[src/rtl/mem_rd_agent.sv]
// mem_rd_agent: streams AXI read bursts across [ADDR_BASE, ADDR_HIGH) in a loop
// and pushes every returned beat into a downstream FIFO. Bursts in flight are
// bounded by OUTSTANDING_MAX; stop lets the bursts already issued finish first.
module mem_rd_agent #(
  parameter logic [31:0] ADDR_BASE       = 32'h4000_0000,
  parameter logic [31:0] ADDR_HIGH       = 32'h4000_1000,
  parameter int          OUTSTANDING_MAX = 16,
  parameter int          BURST_BEATS     = 16
) (
  input  logic        clk,
  input  logic        rst,
  input  logic        start,
  input  logic        stop,
  output logic        busy,
  output logic [31:0] m_axi_araddr,
  output logic [7:0]  m_axi_arlen,
  output logic [2:0]  m_axi_arsize,
  output logic [1:0]  m_axi_arburst,
  output logic        m_axi_arvalid,
  input  logic        m_axi_arready,
  input  logic [63:0] m_axi_rdata,
  input  logic [1:0]  m_axi_rresp,
  input  logic        m_axi_rlast,
  input  logic        m_axi_rvalid,
  output logic        m_axi_rready,
  output logic        fifo_wrreq,
  input  logic        fifo_full,
  output logic [63:0] fifo_wdata,
  output logic [31:0] dbg_beat_cnt,
  output logic [31:0] dbg_err_cnt,
  output logic [4:0]  outstanding
);

  // state | meaning
  // IDLE  | nothing issued; R beats still forwarded to the FIFO
  // RUN   | issuing bursts while outstanding < OUTSTANDING_MAX
  // DRAIN | no new bursts; wait for pending AR and all rlasts
  typedef enum logic [1:0] {IDLE, RUN, DRAIN} state_t;

  localparam logic [32:0] BURST_BYTES = 33'(BURST_BEATS * 8);
  localparam logic [4:0]  OUT_MAX     = 5'(OUTSTANDING_MAX);

  state_t      state;
  state_t      state_nxt;
  logic        ar_hs;
  logic        r_hs;
  logic        rlast_hs;
  logic [32:0] araddr_inc;
  logic [31:0] araddr_nxt;

  assign m_axi_arlen   = 8'(BURST_BEATS - 1);
  assign m_axi_arsize  = 3'b011;
  assign m_axi_arburst = 2'b01;

  // The FIFO is the only backpressure on R, so beats are accepted even in IDLE.
  assign m_axi_rready = !fifo_full;
  assign r_hs         = m_axi_rvalid & m_axi_rready;
  assign ar_hs        = m_axi_arvalid & m_axi_arready;
  assign rlast_hs     = r_hs & m_axi_rlast;
  assign fifo_wrreq   = r_hs & ~rst;
  assign fifo_wdata   = m_axi_rdata;

  // 33-bit sum so a window ending near 4 GiB still wraps correctly.
  assign araddr_inc = {1'b0, m_axi_araddr} + BURST_BYTES;
  assign araddr_nxt = (araddr_inc >= {1'b0, ADDR_HIGH}) ? ADDR_BASE : araddr_inc[31:0];

  // State register.
  always_ff @(posedge clk or posedge rst) begin
    if (rst) state <= IDLE;
    else     state <= state_nxt;
  end

  // Next-state logic; DRAIN leaves only once no AR is pending and nothing is in flight.
  always_comb begin
    state_nxt = state;
    case (state)
      IDLE:    if (start && !stop) state_nxt = RUN;
      RUN:     if (stop) state_nxt = DRAIN;
      DRAIN:   if (outstanding == 5'd0 && !m_axi_arvalid) state_nxt = IDLE;
      default: state_nxt = IDLE;
    endcase
  end

  // FSM outputs.
  always_comb begin
    busy = 1'b0;
    if (state != IDLE) busy = 1'b1;
  end

  // AR channel: raise only while staying in RUN with credit, hold until accepted.
  always_ff @(posedge clk or posedge rst) begin
    if (rst) begin
      m_axi_arvalid <= 1'b0;
      m_axi_araddr  <= ADDR_BASE;
    end else begin
      if (state == IDLE && state_nxt == RUN) m_axi_araddr <= ADDR_BASE;
      else if (ar_hs)                        m_axi_araddr <= araddr_nxt;
      if (ar_hs)
        m_axi_arvalid <= 1'b0;
      else if (!m_axi_arvalid && state == RUN && state_nxt == RUN && outstanding < OUT_MAX)
        m_axi_arvalid <= 1'b1;
    end
  end

  // In-flight burst count; an rlast with nothing tracked (e.g. after reset) is ignored.
  always_ff @(posedge clk or posedge rst) begin
    if (rst) begin
      outstanding <= 5'd0;
    end else begin
      case ({ar_hs, rlast_hs && (outstanding != 5'd0)})
        2'b10:   outstanding <= outstanding + 5'd1;
        2'b01:   outstanding <= outstanding - 5'd1;
        default: outstanding <= outstanding;
      endcase
    end
  end

  // Debug counters: cleared by start in IDLE, otherwise count every accepted beat.
  always_ff @(posedge clk or posedge rst) begin
    if (rst) begin
      dbg_beat_cnt <= 32'd0;
      dbg_err_cnt  <= 32'd0;
    end else if (state == IDLE && start) begin
      dbg_beat_cnt <= 32'd0;
      dbg_err_cnt  <= 32'd0;
    end else if (r_hs) begin
      dbg_beat_cnt <= dbg_beat_cnt + 32'd1;
      if (m_axi_rresp != 2'b00) dbg_err_cnt <= dbg_err_cnt + 32'd1;
    end
  end

endmodule

[config.mk]
export PLATFORM = sky130hd
export DESIGN_NAME = mem_rd_agent
export DESIGN_NICKNAME = d
export VERILOG_FILES = /design/src/rtl/mem_rd_agent.sv
export SDC_FILE = /design/constraint.sdc
export NUM_CORES = 1
export LEC_CHECK = 0
export BUFFER_PORTS_ARGS = -buffer_cell sky130_fd_sc_hd__clkbuf_2
export CAP_MARGIN = 25
export CORE_ASPECT_RATIO = 0.9
export CORE_MARGIN = 3
export CORE_UTILIZATION = 30
export CTS_CLUSTER_SIZE = 24
export DETAILED_ROUTE_END_ITERATION = 7
export SETUP_SLACK_MARGIN = 0.15
export SLEW_MARGIN = 30
export SYNTH_ARGS = -nofsm -noshare
export SYNTH_HDL_FRONTEND = slang
export SYNTH_SLANG_ARGS = --single-unit
[constraint.sdc]
create_clock -name clk -period 3.1 [get_ports clk]
set_input_delay 0.465 -clock clk [delete_from_list [all_inputs] [get_ports clk]]
set_output_delay 0.465 -clock clk [all_outputs]
set_load 0.005 [all_outputs]
# Word level (Yosys, flattened, before mapping)
# Cells that the tools add are included.
[word_totals] regBits=104 word_cells=61
[op_classes] add_sub_neg=5 order_cmp=2 eq_ne=5 muxes=16 bitwise_logic=5 reduce_logical=22
[ops] cell="$mux 32" count=8
[ops] cell="$add 32x1->32 const B" count=2
[ops] cell="$add 32x8->33 const B" count=1
[ops] cell="$ge 33x31->1 const B" count=1
[ops] cell="$reduce_bool 2->1" count=7
[ops] cell="$pmux 5 s2" count=1
[ops] cell="$logic_and 1x1->1" count=8
[ops] cell="$eq 2x1->1 const B" count=3
[ops] cell="$mux 2" count=3
[ops] cell="$pmux 2 s3" count=1
[ops] cell="$add 5x1->5 const B" count=1
[ops] cell="$logic_not 5->1" count=1
[ops] cell="$lt 5x5->1 const B" count=1
[ops] cell="$reduce_bool 5->1" count=1
[ops] cell="$sub 5x1->5 const B" count=1
[ops] cell="$and 1x1->1" count=4
[ops] cell="$eq 2x2->1 const B" count=2
[ops] cell="$logic_not 1->1" count=3
[ops] cell="$mux 1" count=3
[ops] cell="$logic_not 2->1" count=1
[ops] cell="$reduce_and 2->1" count=1
[ops] cell="$not 1->1" count=1

# Logic depth before layout (Yosys ltp)
[logic_depth] word_depth=9 depth_mapped=12 ltp_nobuf=12

# Least setup slack after synthesis
# OpenSTA, ideal clock, no wires.
[synth_path] path_type="input to output" start="input rst" end="output fifo_wrreq" arrival_time_ps=2816 required_time_ps=2635 setup_slack_ps=-181 cell_stages=2 n_path_buf=0 cell_sequence="inv_1 -> and2_1"
[synth_via] elab_chain_cells=2
[synth_rtl] item="start, declared" line_no="11" text="input logic rst,"
[synth_rtl] item="$not 1->1" line_no="60" text="assign fifo_wrreq = r_hs & ~rst;"
[synth_rtl] item="$and 1x1->1" line_no="60"
[synth_rtl] item="end, declared" line_no="26" text="output logic fifo_wrreq,"
# Every way passes these cells.

# Final worst setup path
[layout_path] start="register m_axi_araddr[12]" end="register m_axi_araddr[23]"
[layout_via] elab_chain_cells=5
[layout_rtl] item="start, declared" line_no="15" text="output logic [31:0] m_axi_araddr,"
[layout_rtl] item="start signal, assigned" line_no="97" text="else if (ar_hs) m_axi_araddr <= araddr_nxt;"
[layout_rtl] item="$add 32x8->33 *" line_no="64" text="assign araddr_inc = {1'b0, m_axi_araddr} + BURST_BYTES;"
[layout_rtl] item="$ge 33x31->1" line_no="65" text="assign araddr_nxt = (araddr_inc >= {1'b0, ADDR_HIGH}) ? ADDR_BASE : araddr_inc[31:0];"
[layout_rtl] item="$mux 32 *" line_no="65"
[layout_rtl] item="$mux 32 *" line_no="97"
[layout_rtl] item="$mux 32 *" line_no="96" text="if (state == IDLE && state_nxt == RUN) m_axi_araddr <= ADDR_BASE;"
# Mark *: on every way between the ends. The rest lies on a longest branch, timed or not. The select of a mux whose other input is x is not followed.
# A chain may end at the register's enable or synchronous reset.

==> results.env <==
CRIT_REQUIRED_NS=3.38
WORST_CLOCK_SKEW_NS=0.00959
GLOBAL_ROUTE_WIRE_LENGTH_BEFORE_REPAIR_UM=23900
FINAL_LAYOUT_SIZE_SUFFIX_GT1_SHARE_PCT=24.0
GRT_START_MAX_NET_PINS=98
FINALWEIGHTEDCONGESTION=0.864
SYN_TO_FINAL_GROWTH_PCT=10.5
LAYOUT_WORST_PATH_CYCLE_SHARE_PCT=88.2
CTS_H_TREE_DEPTH=3
POST-DP-HPWL_UM=10600
DRT-PASS1-ITER-COUNT=4
SYNTH.AREA.TOP_CELLS='dfrtp_1 (40%), buf_4 (10%), xor2_1 (5.3%), nor2_1 (5.1%), xnor2_1 (4.5%)'
R2R-START='m_axi_araddr[12]$_DFFE_PP0P_'
HOLD_CLASS='input port to asynchronous set/reset pin'
YOSYS-MUX-AREA-FRACTION_PCT=1.19
SYNTH_TOP_CELL_AREA_SHARE_PCT=39.5
PORT-BUFFER-COUNT=107
FP.DIEH_UM=141
MAX-CAP-VIOLATIONS=0
CLOCK_INSERTION_DELAY_WORST_SKEW_NS=0.35
FILLER_CELL_COUNT=2012
MULTI_INPUT_AREA_MM2=0.00291
SYNTH_EDF_COUNT=0
CLKSINKCOUNT=97
DIE_WIDTH_UM=156
FINAL-SEQ-AREA_MM2=0.00243
CRIT_ARRIVAL_NS=3.01
COREAREA_MM2=0.0195
WORST_SETUP_HOLD_PATH_CLK_SLEW_NS=0.07
FIRST_ITER_VIOLATIONS=286
GR-TOTAL-OVERFLOW=0
ACHIEVABLE-FREQUENCY_GHz=0.366
POSTSYNTH.TOPFLOPCELL='dfrtp_1'
SYN-INSTANCE-COUNT=666
SYNTH-XOR-AREA-SHARE_PCT=9.80
VIAS_IN_THE_FIRST_GLOBAL_ROUTE=4399
SYNTH_FA_HA_AREA_SHARE_PCT=1.77
TIMING.CRITICAL_PATH.TO_TYPE='flop'
CRITICAL_PATH_CLASS='flop to flop'
SYNTHDISTINCTLIBCELLS=64
GROUTE.USAGE.OVERALL_PCT=13.3
POSTLAYOUTCOREUTIL_PCT=34.4
CTS_ROOT_BUFFER='clkbuf_16'
AREA_OF_THE_DIE_MM2=0.0220
INITIAL_UTILIZATION_PCT=31.1
CTS_HOLD_BUF=0
DRC=0
R2R_SLACK_NS=0.37
SEQ_AREA_FRAC_SYNTH_PCT=39.9
MAX-VDD-IR-DROP_mV=0.237
LARGEST_FAMILY_OF_LOGIC_CELLS_BY_SYNTHESIZED_AREA='simple AND/OR/NAND/NOR gates'
UNREPAIRED_SETUP_ENDPOINTS_AFTER_GLOBAL_ROUTING='yes'
WORST_PATH_MAX_FANOUT=13
VIAS=4690
SYNTH.FF_LATCH_COUNT=97
SYNTHDOMINANTAREACELLTYPE='dfrtp_1'
POSTSYNTH.ASYNCRESETSHARE_PCT=100
ROWS=48
DRTANTENNAVIOLNETS=0
PERIOD_MINUS_SLACK_NS=2.73
CRIT_PATH_START_KIND='flop'
FINAL_AREA_MM2=0.00672
P_PER_AREA_mW_PER_MM2=464
POSTSYNTHAREAPERCELL_UM2=9.13
SETUP_VIOLATIONS=0
CTS_BUFFER_DEPTH=2
SETUP-TNS-FINAL_NS=0
HOLD_VIOL_FINAL=0
GR-USAGE-MET1_PCT=18.9
SYNTHSIMPLEGATEAREAFRAC_PCT=22.1
WORST_PIN_SLEW_NS=0.864
TRITONCTS='yes'
R2R-END='m_axi_araddr[23]$_DFFE_PP0P_'
NUM-NETS-FINAL=795
ROUTED_VIA_DENSITY=4.84
GROUTE.LAYER.MET2.USAGE_PCT=19.7
SYNTH_COMPOUND_GATE_AREA_SHARE_PCT=11.6
TIMING_MAX_TRANSITION_VIOLATIONS_FINAL=0
CTS-BUFFERS-INSERTED=9
INITIAL_ANTENNA_VIOLATION_COUNT=1
GRT_UTIL_MET3_PCT=2.92
RUN_STATUS='complete, no violations'
REG2REGPATHDEPTH=9
WL_UM=14800
TIMING.MAX_SLEW.REL_SLACK_PCT=41.8
SYNTH.CELL_AREA_MM2=0.00608
TOP_LEVEL_PORTS=256
GRT_BUSIEST_LAYER='met2'
POST_DETAILED_ROUTE_WIRELENGTH_PER_CELL_UM=15.3
DETAILED_PLACE.AREA_MM2=0.00640
YOSYSWARNINGCOUNT=0
TOTAL_LEAKAGE_POWER_nW=3.19
-- cells by family (layout without fill, tap and decap cells) --
logic type / count (synthesis) / in the layout
AOI/OAI and AO/OA: 97 / 97
xor gates and xnor gates: 68 / 68
adders and majority gates: 8 / 8
buffers and inverters: 127 / 161
DFF: 97 / 97
muxes: 7 / 7
other: 2 / 21
and+or+nand+nor: 260 / 260
-- cells in the mapped netlist (3+ instances only) --
master,count
a31oi_1,6
or3_1,14
xnor2_1,31
dfrtp_1,96
nand2_1,47
mux2i_1,5
and2_1,9
nor2_1,83
clkbuf_1,14
a21oi_1,19
buf_4,85
and3_1,14
nand4_1,17
or4_1,3
a21o_1,9
nor2b_1,3
and4_1,8
nor4_1,3
o2bb2ai_1,3
a22oi_2,3
nor3_1,8
buf_1,4
a22o_1,6
buf_2,4
a211oi_1,4
nand3_1,36
inv_1,16
xor2_1,37
a211o_1,3
o31ai_1,5
ha_1,7
o21ai_0,22
-- sequential cells by signal (all words and copies together), names as in the netlist --
register	count
dbg_beat_cnt	32
dbg_err_cnt	32
m_axi_araddr	25
m_axi_arvalid	1
outstanding	5
state	2
-- final cells by class --
type,instances,area share [%]
clock buffer,9,3.35
tap,250,4.66
clock inverter,7,0.894
sequential,97,36.2
timing repair buffer,129,10.6
multi-input combinational,460,43.3
inverter,16,0.950
antenna,1,0.0373
-- through the flow --
| step | power [W] | setup slack (ns) | hold slack [ns] | instances |
|---|---|---|---|---|
| after floorplan | 0.00192 | 0.390 | 0.451 | 684 |
| after global placement | 0.00205 | 0.264 | 0.484 | 950 |
| after detailed placement | 0.00206 | 0.260 | 0.490 | 950 |
| after CTS | 0.00319 | 0.234 | 0.296 | 966 |
| after global routing | 0.00331 | 0.0542 | 0.321 | 969 |
| final | 0.00312 | 0.365 | 0.231 | 969 |
-- worst max-delay path by stage --
stage | start | depth (start not counted) | endpoint
floorplan | rst | 2 | fifo_wrreq
global placement | m_axi_araddr[11]$_DFFE_PP0P_ | 7 | m_axi_araddr[25]$_DFFE_PP0P_
detailed placement | m_axi_araddr[12]$_DFFE_PP0P_ | 8 | m_axi_araddr[23]$_DFFE_PP0P_
CTS | m_axi_araddr[12]$_DFFE_PP0P_ | 8 | m_axi_araddr[23]$_DFFE_PP0P_
global route | m_axi_araddr[8]$_DFFE_PP0P_ | 9 | m_axi_araddr[23]$_DFFE_PP0P_
finish | m_axi_araddr[12]$_DFFE_PP0P_ | 9 | m_axi_araddr[23]$_DFFE_PP0P_
-- worst max-delay path, cell delays in order (launching register included) --
cell	delay (ns)
dfrtp_1	0.53
nand4_2	0.30
nor4_4	0.35
buf_4	0.19
nand4_1	0.07
a22oi_1	0.35
nand4_4	0.27
buf_4	0.26
a211oi_1	0.24
a211o_1	0.13
-- layer usage --
layer	vias to the layer above	share of wire [%]
li1	2289	-
met1	2269	48
met2	114	45
met3	18	5.0
met4	0	1.6
met5	-	0
-- where the power goes --
| part | switching [W] | internal [W] |
|---|---|---|
| Combinational | 0.000352 | 0.000215 |
| Sequential | 0.000112 | 0.00135 |
| Clock | 0.000534 | 0.000560 |
| Total | 0.000998 | 0.00212 |
-- layout by cell type (no fill, tap or decap), types with 5 or more instances in the layout --
| cell type | n |
|---|---|
| o31ai_1 | 5 |
| mux2i_1 | 5 |
| buf_4 | 21 |
| a31oi_1 | 6 |
| nand3_1 | 36 |
| ha_1 | 7 |
| a21o_1 | 9 |
| a22o_1 | 6 |
| conb_1 | 20 |
| nand2_1 | 47 |
| inv_1 | 15 |
| xor2_1 | 37 |
| or3_1 | 14 |
| nor3_1 | 8 |
| clkbuf_2 | 107 |
| o21ai_0 | 22 |
| clkbuf_16 | 9 |
| dfrtp_1 | 96 |
| a21oi_1 | 19 |
| and3_1 | 14 |
| nor2_1 | 83 |
| nand4_1 | 17 |
| and4_1 | 8 |
| and2_1 | 8 |
| xnor2_1 | 31 |
-- what timing repair did --
action / CTS / global route
hold endpoints to repair: 0 / 0
gates resized for setup: 0 / 2
setup buffers: 0 / 2
endpoints found under the setup margin: 0 / 17
(Power assumes the default switching activity.)
